===== src/rtl/md5_digest_matcher.sv =====
// Watches the in-order MD5 digest stream for the first hash with enough leading zero hex characters.
// On a hit it stops block issue, waits for in-flight digests to drain, then holds the winning suffix.
`timescale 1ns/1ps
module md5_digest_matcher #(
  parameter int DIGEST_WIDTH  = 128,
  parameter int RESULT_WIDTH  = 32,
  parameter int ZERO_NIBBLES  = 5,
  parameter int FIRST_INDEX   = 1,
  parameter int MAX_IN_FLIGHT = 64
) (
  input  logic                    clk,
  input  logic                    reset,
  input  logic                    block_issued,
  input  logic                    digest_valid,
  input  logic [DIGEST_WIDTH-1:0] digest_data,
  output logic                    stop,
  output logic                    result_valid,
  output logic [RESULT_WIDTH-1:0] result_data,
  output logic                    protocol_error
);

  localparam int IFW        = $clog2(MAX_IN_FLIGHT + 1);
  localparam int MATCH_BITS = 4 * ZERO_NIBBLES;
  localparam logic [IFW-1:0]          MAX_COUNT   = IFW'(MAX_IN_FLIGHT);
  localparam logic [RESULT_WIDTH-1:0] FIRST_VALUE = RESULT_WIDTH'(FIRST_INDEX);

  typedef enum logic [1:0] {SEARCH, DRAIN, DONE} state_t;

  state_t                  state;
  logic [IFW-1:0]          in_flight;
  logic [RESULT_WIDTH-1:0] digest_index;
  logic [RESULT_WIDTH-1:0] hit_index_q;
  logic                    hit_q;

  logic digest_match;
  logic orphan_digest;
  logic digest_accepted;
  logic compare_en;
  logic index_at_max;
  logic error_now;

  // Shifting the top MATCH_BITS down to bit 0 leaves zero only when all those nibbles are zero.
  assign digest_match    = ((digest_data >> (DIGEST_WIDTH - MATCH_BITS)) == '0);
  assign orphan_digest   = digest_valid && (in_flight == '0) && !block_issued;
  assign digest_accepted = digest_valid && !orphan_digest;
  assign compare_en      = digest_accepted && (state == SEARCH);
  assign index_at_max    = (digest_index == '1);

  assign error_now = orphan_digest
                  || (block_issued && (in_flight == MAX_COUNT))
                  || (block_issued && (state == DONE))
                  || (compare_en && index_at_max);

  // Outstanding block count; frozen once the result is final.
  always_ff @(posedge clk) begin
    if (reset) begin
      in_flight <= '0;
    end else if (state != DONE) begin
      if (block_issued && !digest_accepted) begin
        if (in_flight != MAX_COUNT) begin
          in_flight <= in_flight + 1'b1;
        end
      end else if (digest_accepted && !block_issued) begin
        in_flight <= in_flight - 1'b1;
      end
    end
  end

  always_ff @(posedge clk) begin
    if (reset) begin
      hit_q        <= 1'b0;
      hit_index_q  <= '0;
      digest_index <= FIRST_VALUE;
    end else begin
      hit_q <= compare_en && digest_match;
      if (compare_en) begin
        hit_index_q <= digest_index;
        if (!index_at_max) begin
          digest_index <= digest_index + 1'b1;
        end
      end
    end
  end

  // A hit seen in DRAIN comes from a later digest and is deliberately ignored.
  always_ff @(posedge clk) begin
    if (reset) begin
      state        <= SEARCH;
      stop         <= 1'b0;
      result_valid <= 1'b0;
      result_data  <= '0;
    end else begin
      case (state)
        SEARCH: begin
          if (hit_q) begin
            state       <= DRAIN;
            stop        <= 1'b1;
            result_data <= hit_index_q;
          end
        end
        DRAIN: begin
          if (in_flight == '0) begin
            state        <= DONE;
            result_valid <= 1'b1;
          end
        end
        DONE: begin
          state <= DONE;
        end
        default: begin
          state <= SEARCH;
        end
      endcase
    end
  end

  always_ff @(posedge clk) begin
    if (reset) begin
      protocol_error <= 1'b0;
    end else if (error_now) begin
      protocol_error <= 1'b1;
    end
  end

endmodule


===== config.mk =====
export PLATFORM = sky130hd
export DESIGN_NAME = md5_digest_matcher
export DESIGN_NICKNAME = d
export VERILOG_FILES = /design/src/rtl/md5_digest_matcher.sv
export SDC_FILE = /design/constraint.sdc
export NUM_CORES = 1
export LEC_CHECK = 0
export BUFFER_PORTS_ARGS = -buffer_cell sky130_fd_sc_hd__buf_4
export CORE_MARGIN = 1.5
export CORE_UTILIZATION = 40
export DETAILED_ROUTE_END_ITERATION = 8
export PLACE_DENSITY = 0.66
export SYNTH_ARGS = -nofsm -noshare
export SYNTH_HDL_FRONTEND = slang
export SYNTH_SLANG_ARGS = --single-unit
export TNS_END_PERCENT = 20

===== constraint.sdc =====
create_clock -name clk -period 2.7 [get_ports clk]
set_clock_uncertainty 0.15 [all_clocks]
set_input_delay 0.27 -clock clk [delete_from_list [all_inputs] [get_ports clk]]
set_output_delay 0.27 -clock clk [all_outputs]
set_load 0.02 [all_outputs]

==> results of run 1 <==
==> per-stage QoR <==
stage	hold slack (ns)	setup WS, ns	instances	util	cell area [um^2]
floorplan	0.268	0.445	585	-	4780
detailed placement	0.295	0.176	767	0.468	5380
global route	0.0450	0.119	783	0.493	5670
global placement	0.290	0.252	767	0.468	5380
CTS	0.0188	0.135	783	0.492	5670
finish	0.0145	0.256	783	0.493	5670
==> worst max-delay path, cell delays in order (launching register included) <==
cell	delay, ns
dfxtp_1	0.33
inv_1	0.08
ha_1	0.26
o211a_1	0.48
nand3_2	0.29
nor4b_1	0.37
mux2_2	0.37
==> layer usage <==
metal / routed length (um) / GRT usage
met1: 4860 / 0.206
met2: 4720 / 0.292
met3: 339 / 0.0270
met4: 220 / 0.0633
met5: 0 / 0
==> registers in the layout, summed over array words and instances, names as in the netlist <==
register / cells
digest_index: 32
hit_index_q: 32
result_data: 32
in_flight: 7
state: 2
hit_q: 1
protocol_error: 1
result_valid: 1
stop: 1
==> how the worst max path moves through the flow <==
stage	end	slack [ns]	depth (start not counted)
floorplan	in_flight[6]	0.44	7
global placement	digest_index[19]	0.25	5
detailed placement	digest_index[23]	0.18	6
CTS	digest_index[23]	0.14	6
global route	digest_index[22]	0.12	6
finish	digest_index[22]	0.26	6
==> logic make-up after synthesis <==
kind of cell | count (synthesis)
muxes | 15
AOI/OAI and AO/OA | 136
buffers and inverters | 41
xor gates and xnor gates | 3
and+or+nand+nor | 271
DFF | 109
adders and majority gates | 10
==> cells in the mapped netlist (3+ instances only) <==
library cell  count
nor3b_1           3
nand4_1           7
o31ai_1          16
a21oi_1          91
a211oi_1          3
dfxtp_1         109
buf_2             4
nand3_1          10
nor2_1           26
nor3_1            6
and2_1            4
mux2_2            8
inv_1             8
and3_1            4
mux2i_1           7
nor4_1           10
nor4b_1           3
nand2_1         147
o21ai_0          12
or4_1            17
and4_1            3
or3_1             7
ha_1              9
buf_1             3
nor2b_1           9
clkbuf_1         23
==> power groups by stage <==
stage	combinational (mW)	sequential (mW)	clock (mW)
after floorplan	0.538	1.77	0
after global placement	0.684	1.78	0
after detailed placement	0.711	1.78	0
after CTS	0.715	1.75	1.29
after global routing	0.804	1.76	1.36
final	0.713	1.75	1.27
==> cell type report <==
cell class                 instances  area share
clock buffer                      10      0.0421
clock inverter                     6     0.00816
inverter                           8     0.00529
multi-input combinational        435       0.429
sequential                       109       0.385
tap                              143      0.0315
timing repair buffer              72      0.0997
==> placed cells by master (no fill, tap or decap), types with 8 or more instances in the layout <==
master | synthesis | final
or4_1 | 17 | 17
o21ai_0 | 12 | 12
ha_1 | 9 | 9
o31ai_1 | 16 | 16
inv_1 | 8 | 8
a21oi_1 | 91 | 91
nor4_1 | 10 | 10
nor2_1 | 26 | 26
mux2_2 | 8 | 8
buf_4 | 2 | 70
clkbuf_16 | 0 | 9
nand3_1 | 10 | 9
nand2_1 | 147 | 147
nor2b_1 | 9 | 9
dfxtp_1 | 109 | 109
==> metrics.txt, run 1 <==
outcome=finished, violations left; failing checks=DRC; RR Startpoint=state[0]; vias=roughly 4200; syn_nets=just over 700; slack of the worst reg-to-reg path=about 0.26 ns; DRT antenna net count=0; Remaining DRCs=3; worst-margin pin slew=~0.78 ns; RSZ-0062 raised after global routing=no; XOR/XNOR share of the synthesized area=0.00550; Clock Latency Late Sink=0.35 ns; internal power=2.62 mW; largest area contributor in the netlist=dfxtp_1; # nets final=approximately 800; area share of the largest cell type after synthesis=0.457; Slew Viols, Final=0; switch share=0.297; Post-synth EDFFs=0; post-CTS setup buffers=0; pwr dens=between 600 and 700 nW/um^2; Yosys reg bits=roughly 110; adder-cell share of the synthesized area=0.0278; Fmax=0.409 GHz; Comb power frac=0.191; Sequential cell area=approximately 2200 um^2; vias per std cell=5.39; DP HPWL=6.87 mm; top_reg_cell synth=dfxtp_1; HP Class=in -> reg; FFs w/ async S/R, synth=0; diodes inserted=0; Mapped Area=~4800 um^2; vias in the first global route=between 3000 and 4000; TritonCTS clock tree=done; worst r2r path cells=6; clk buf depth=2; Hold Vio Cnt, Final=0; RD Place Congestion=approximately 0.8; crit path launch=state[0]; Cells after Synth=585; hold_buf cts=0; GRT overflow=0; clk sinks=~110; total number of yosys warnings=0; Area growth syn-to-layout=18.8%; P_sw=roughly 1.1 mW; largest family of logic cells by synthesized area=simple AND/OR/NAND/NOR gates; DR pass1 iterations=8; Max transition margin=0.482; largest net degree at the start of global routing=80; Max-cap violations=0; post-synthesis compound-gate area fraction=0.162; register share of total power=0.469; Final Setup Violations=0; first-pass GRT wire length=approximately 17 mm; mux cell area share after synthesis=0.0335; Critical R2R Capture=digest_index[22]; VDD IR max=392 uV; Worst-path clk slew=roughly 0.07 ns; Initial Utilization=0.415; simple-gate area share of the yosys netlist=0.280; Hold Crit Depth=4; H-tree Lvls=3; CTS resizes=0; # rows=39; Die Wd=roughly 110 um; root buffer cell=clkbuf_16; clock share of power=0.340; Pwr Total=about 3.7 mW; layout cells sized above 1=0.169; worst path arrival time=around 2.5 ns; core area=11500 um^2; Initial DRC Count=roughly 190; period utilization=0.905; hold path endpoint=hit_q; largest cells by area after synthesis=dfxtp_1 (46%), nand2_1 (12%), a21oi_1 (9.5%), or4_1 (2.7%), o31ai_1 (2.5%); Seq/Total Area, Yosys=0.457; I/O Buffers=58; die height=112 um; CP Capture Type=flop; fin crit period=2.44 ns; standby leakage power=slightly above 2 nW; Setup TNS=0 ns; min-delay src=digest_data[111]; count of different cell masters after synthesis=53; startpoint types=flop; cts bufs inserted=9; crit path kind=reg -> reg; I/O pins=between 150 and 200; final wirelength=10.1 mm; GR Util All Layers=0.166; CP Data Required Time=approximately 2.8 ns; Crit Path Max Fanout=14; area of the multi-input gates=between 2000 and 2500 um^2; antenna violations before repair=0; Post-Syn Area per Cell=roughly 8 um^2; Routed wire per std cell=12.9 um; Die Area=between 10000 and 15000 um^2; fill count=1138
(Power assumes the default switching activity.)
==> run 2, diff against run 1 <==
Settings changed: PLACE_DENSITY 0.66 to 0.64.
==> metrics.txt, run 2 (synthesized netlist as in run 1, its figures left out) <==
slowest CP cell=o211a_1 (unchanged); largest net degree at the start of global routing=83 (was 80); standby leakage power=2.03 nW (was 2.02 nW); # nets final=778 (was 777); TritonCTS clock tree=done (unchanged); register share of total power=0.459 (was 0.469); Initial Utilization=0.415 (unchanged); commonest non-fill, non-tap cell in the layout=nand2_1 (unchanged); DR pass1 iterations=6 (was 8); vias in the first global route=3785 (was 3881); P_sw=1.10 mW (was 1.11 mW); RD Place Congestion=0.825 (was 0.804); clk sinks=109 (unchanged); startpoint types=flop (unchanged); Initial DRC Count=187 (was 189); clock share of power=0.356 (was 0.340); CP Capture Type=flop (unchanged); layout cells sized above 1=0.165 (was 0.169); Setup TNS=0 ns (unchanged); core area=11500 um^2 (unchanged); Max transition margin=0.458 (was 0.482); Remaining DRCs=3 (unchanged); H-tree Lvls=3 (unchanged); cts bufs inserted=9 (unchanged); cells along the critical path=inv_1 -> ha_1 -> o211a_1 -> nand3_1 -> nor4b_1 -> mux2_2 (was inv_1 -> ha_1 -> o211a_1 -> nand3_2 -> nor4b_1 -> mux2_2); Post-Place Setup Slack=0.282 ns (was 0.176 ns); worst-margin pin slew=0.813 ns (was 0.777 ns); Fmax=0.416 GHz (was 0.409 GHz); GR Util All Layers=0.164 (was 0.166); Final Setup Violations=0 (unchanged); RSZ-0062 raised after global routing=no (unchanged); period utilization=0.890 (was 0.905); Worst path max stage delay=0.40 ns (was 0.48 ns); clk buf depth=2 (unchanged); CTS resizes=0 (unchanged); Die Area=12600 um^2 (unchanged); first-pass GRT wire length=17.0 mm (was 17.4 mm); VDD IR max=379 uV (was 392 uV); Comb power frac=0.185 (was 0.191); most frequent cells in the layout=nand2_1 (147), dfxtp_1 (109), a21oi_1 (91), buf_4 (69), nor2_1 (26) (was nand2_1 (147), dfxtp_1 (109), a21oi_1 (91), buf_4 (70), nor2_1 (26)); Area growth syn-to-layout=19.4% (was 18.8%); DP HPWL=6.90 mm (was 6.87 mm); Pwr Total=3.80 mW (was 3.73 mW); fin crit period=2.40 ns (was 2.44 ns); die height=112 um (unchanged); setup ws final=0.298 ns (was 0.256 ns); outcome=finished, violations left (unchanged); Hold Vio Cnt, Final=0 (unchanged); internal power=2.70 mW (was 2.62 mW); vias per std cell=5.29 (was 5.39); root buffer cell=clkbuf_16 (unchanged); I/O Buffers=58 (unchanged); switch share=0.290 (was 0.297); antenna violations before repair=0 (unchanged); # rows=39 (unchanged); I/O pins=167 (unchanged); Die Wd=112 um (unchanged); diodes inserted=0 (unchanged); Crit Path Max Fanout=11 (was 14); Worst-path clk slew=0.07 ns (about the same); vias=4151 (was 4223); top flop regs=digest_index (32), hit_index_q (32), result_data (32) (unchanged); Routed wire per std cell=12.8 um (was 12.9 um); Fin Hold WS=0.0169 ns (was 0.0145 ns); failing checks=DRC (unchanged); worst path arrival time=2.50 ns (was 2.53 ns); final wirelength=10.0 mm (was 10.1 mm); HP Class=in -> reg (unchanged); Clock Latency Late Sink=0.35 ns (about the same); CP Data Required Time=2.80 ns (was 2.78 ns); crit path kind=reg -> reg (unchanged); pwr dens=666 nW/um^2 (was 657 nW/um^2); Max-cap violations=0 (unchanged); Slew Viols, Final=0 (unchanged); DRT antenna net count=0 (unchanged); GRT overflow=0 (unchanged)
[run 2: final timing paths]
check                           slack, ns  cells after the start          endpoint        startpoint
worst max-delay path                 0.30                      6  digest_index[19]          state[1]
worst min register to register       0.30                      2   result_data[27]   hit_index_q[27]
worst max register to register       0.30                      6  digest_index[19]          state[1]
worst min-delay path                 0.02                      4             hit_q  digest_data[110]
[run 2: layout make-up]
class | count | area [um^2]
Sequential cell | 109 | 2180
Fill cell | 1125 | 5810
Multi-Input combinational cell | 435 | 2430
Timing Repair Buffer | 73 | 578
Tap cell | 143 | 179
Inverter | 8 | 30.0
Clock inverter | 7 | 81.3
Clock buffer | 9 | 225
[run 2: routing by layer]
layer | up-vias | track usage | wire (um)
li1 | 2164 | - | -
met1 | 1882 | 0.209 | 4760
met2 | 93 | 0.270 | 4680
met3 | 12 | 0.0383 | 458
met4 | 0 | 0.0633 | 148
met5 | - | 0 | 0
[run 2: stage by stage]
stage | util | instances | area (um^2)
finish | 0.495 | 784 | 5700
CTS | 0.495 | 784 | 5700
global route | 0.495 | 784 | 5700
global placement | 0.467 | 766 | 5380
floorplan | - | 585 | 4780
detailed placement | 0.467 | 766 | 5380
[run 2: worst max-delay path: cells and delay by family, from the launching register on]
family                     cells  cell delay [ns]
AOI/OAI and AO/OA              1             0.40
muxes                          1             0.37
adders and majority gates      1             0.26
DFF                            1             0.33
and+or+nand+nor                2             0.71
buffers and inverters          1             0.09
[run 2: power by group through the flow]
stage / clock (mW) / sequential (mW) / combinational [mW]
final: 1.35 / 1.74 / 0.702
after global routing: 1.45 / 1.76 / 0.800
after CTS: 1.39 / 1.74 / 0.705
after detailed placement: 0 / 1.78 / 0.698
after global placement: 0 / 1.78 / 0.684
after floorplan: 0 / 1.77 / 0.538
[run 2: what timing repair did]
| item | 4_1_cts | 5_1_grt |
|---|---|---|
| setup buffers | 0 | 0 |
| hold endpoints to repair | 1 | 0 |
| hold buffers | 2 | 0 |
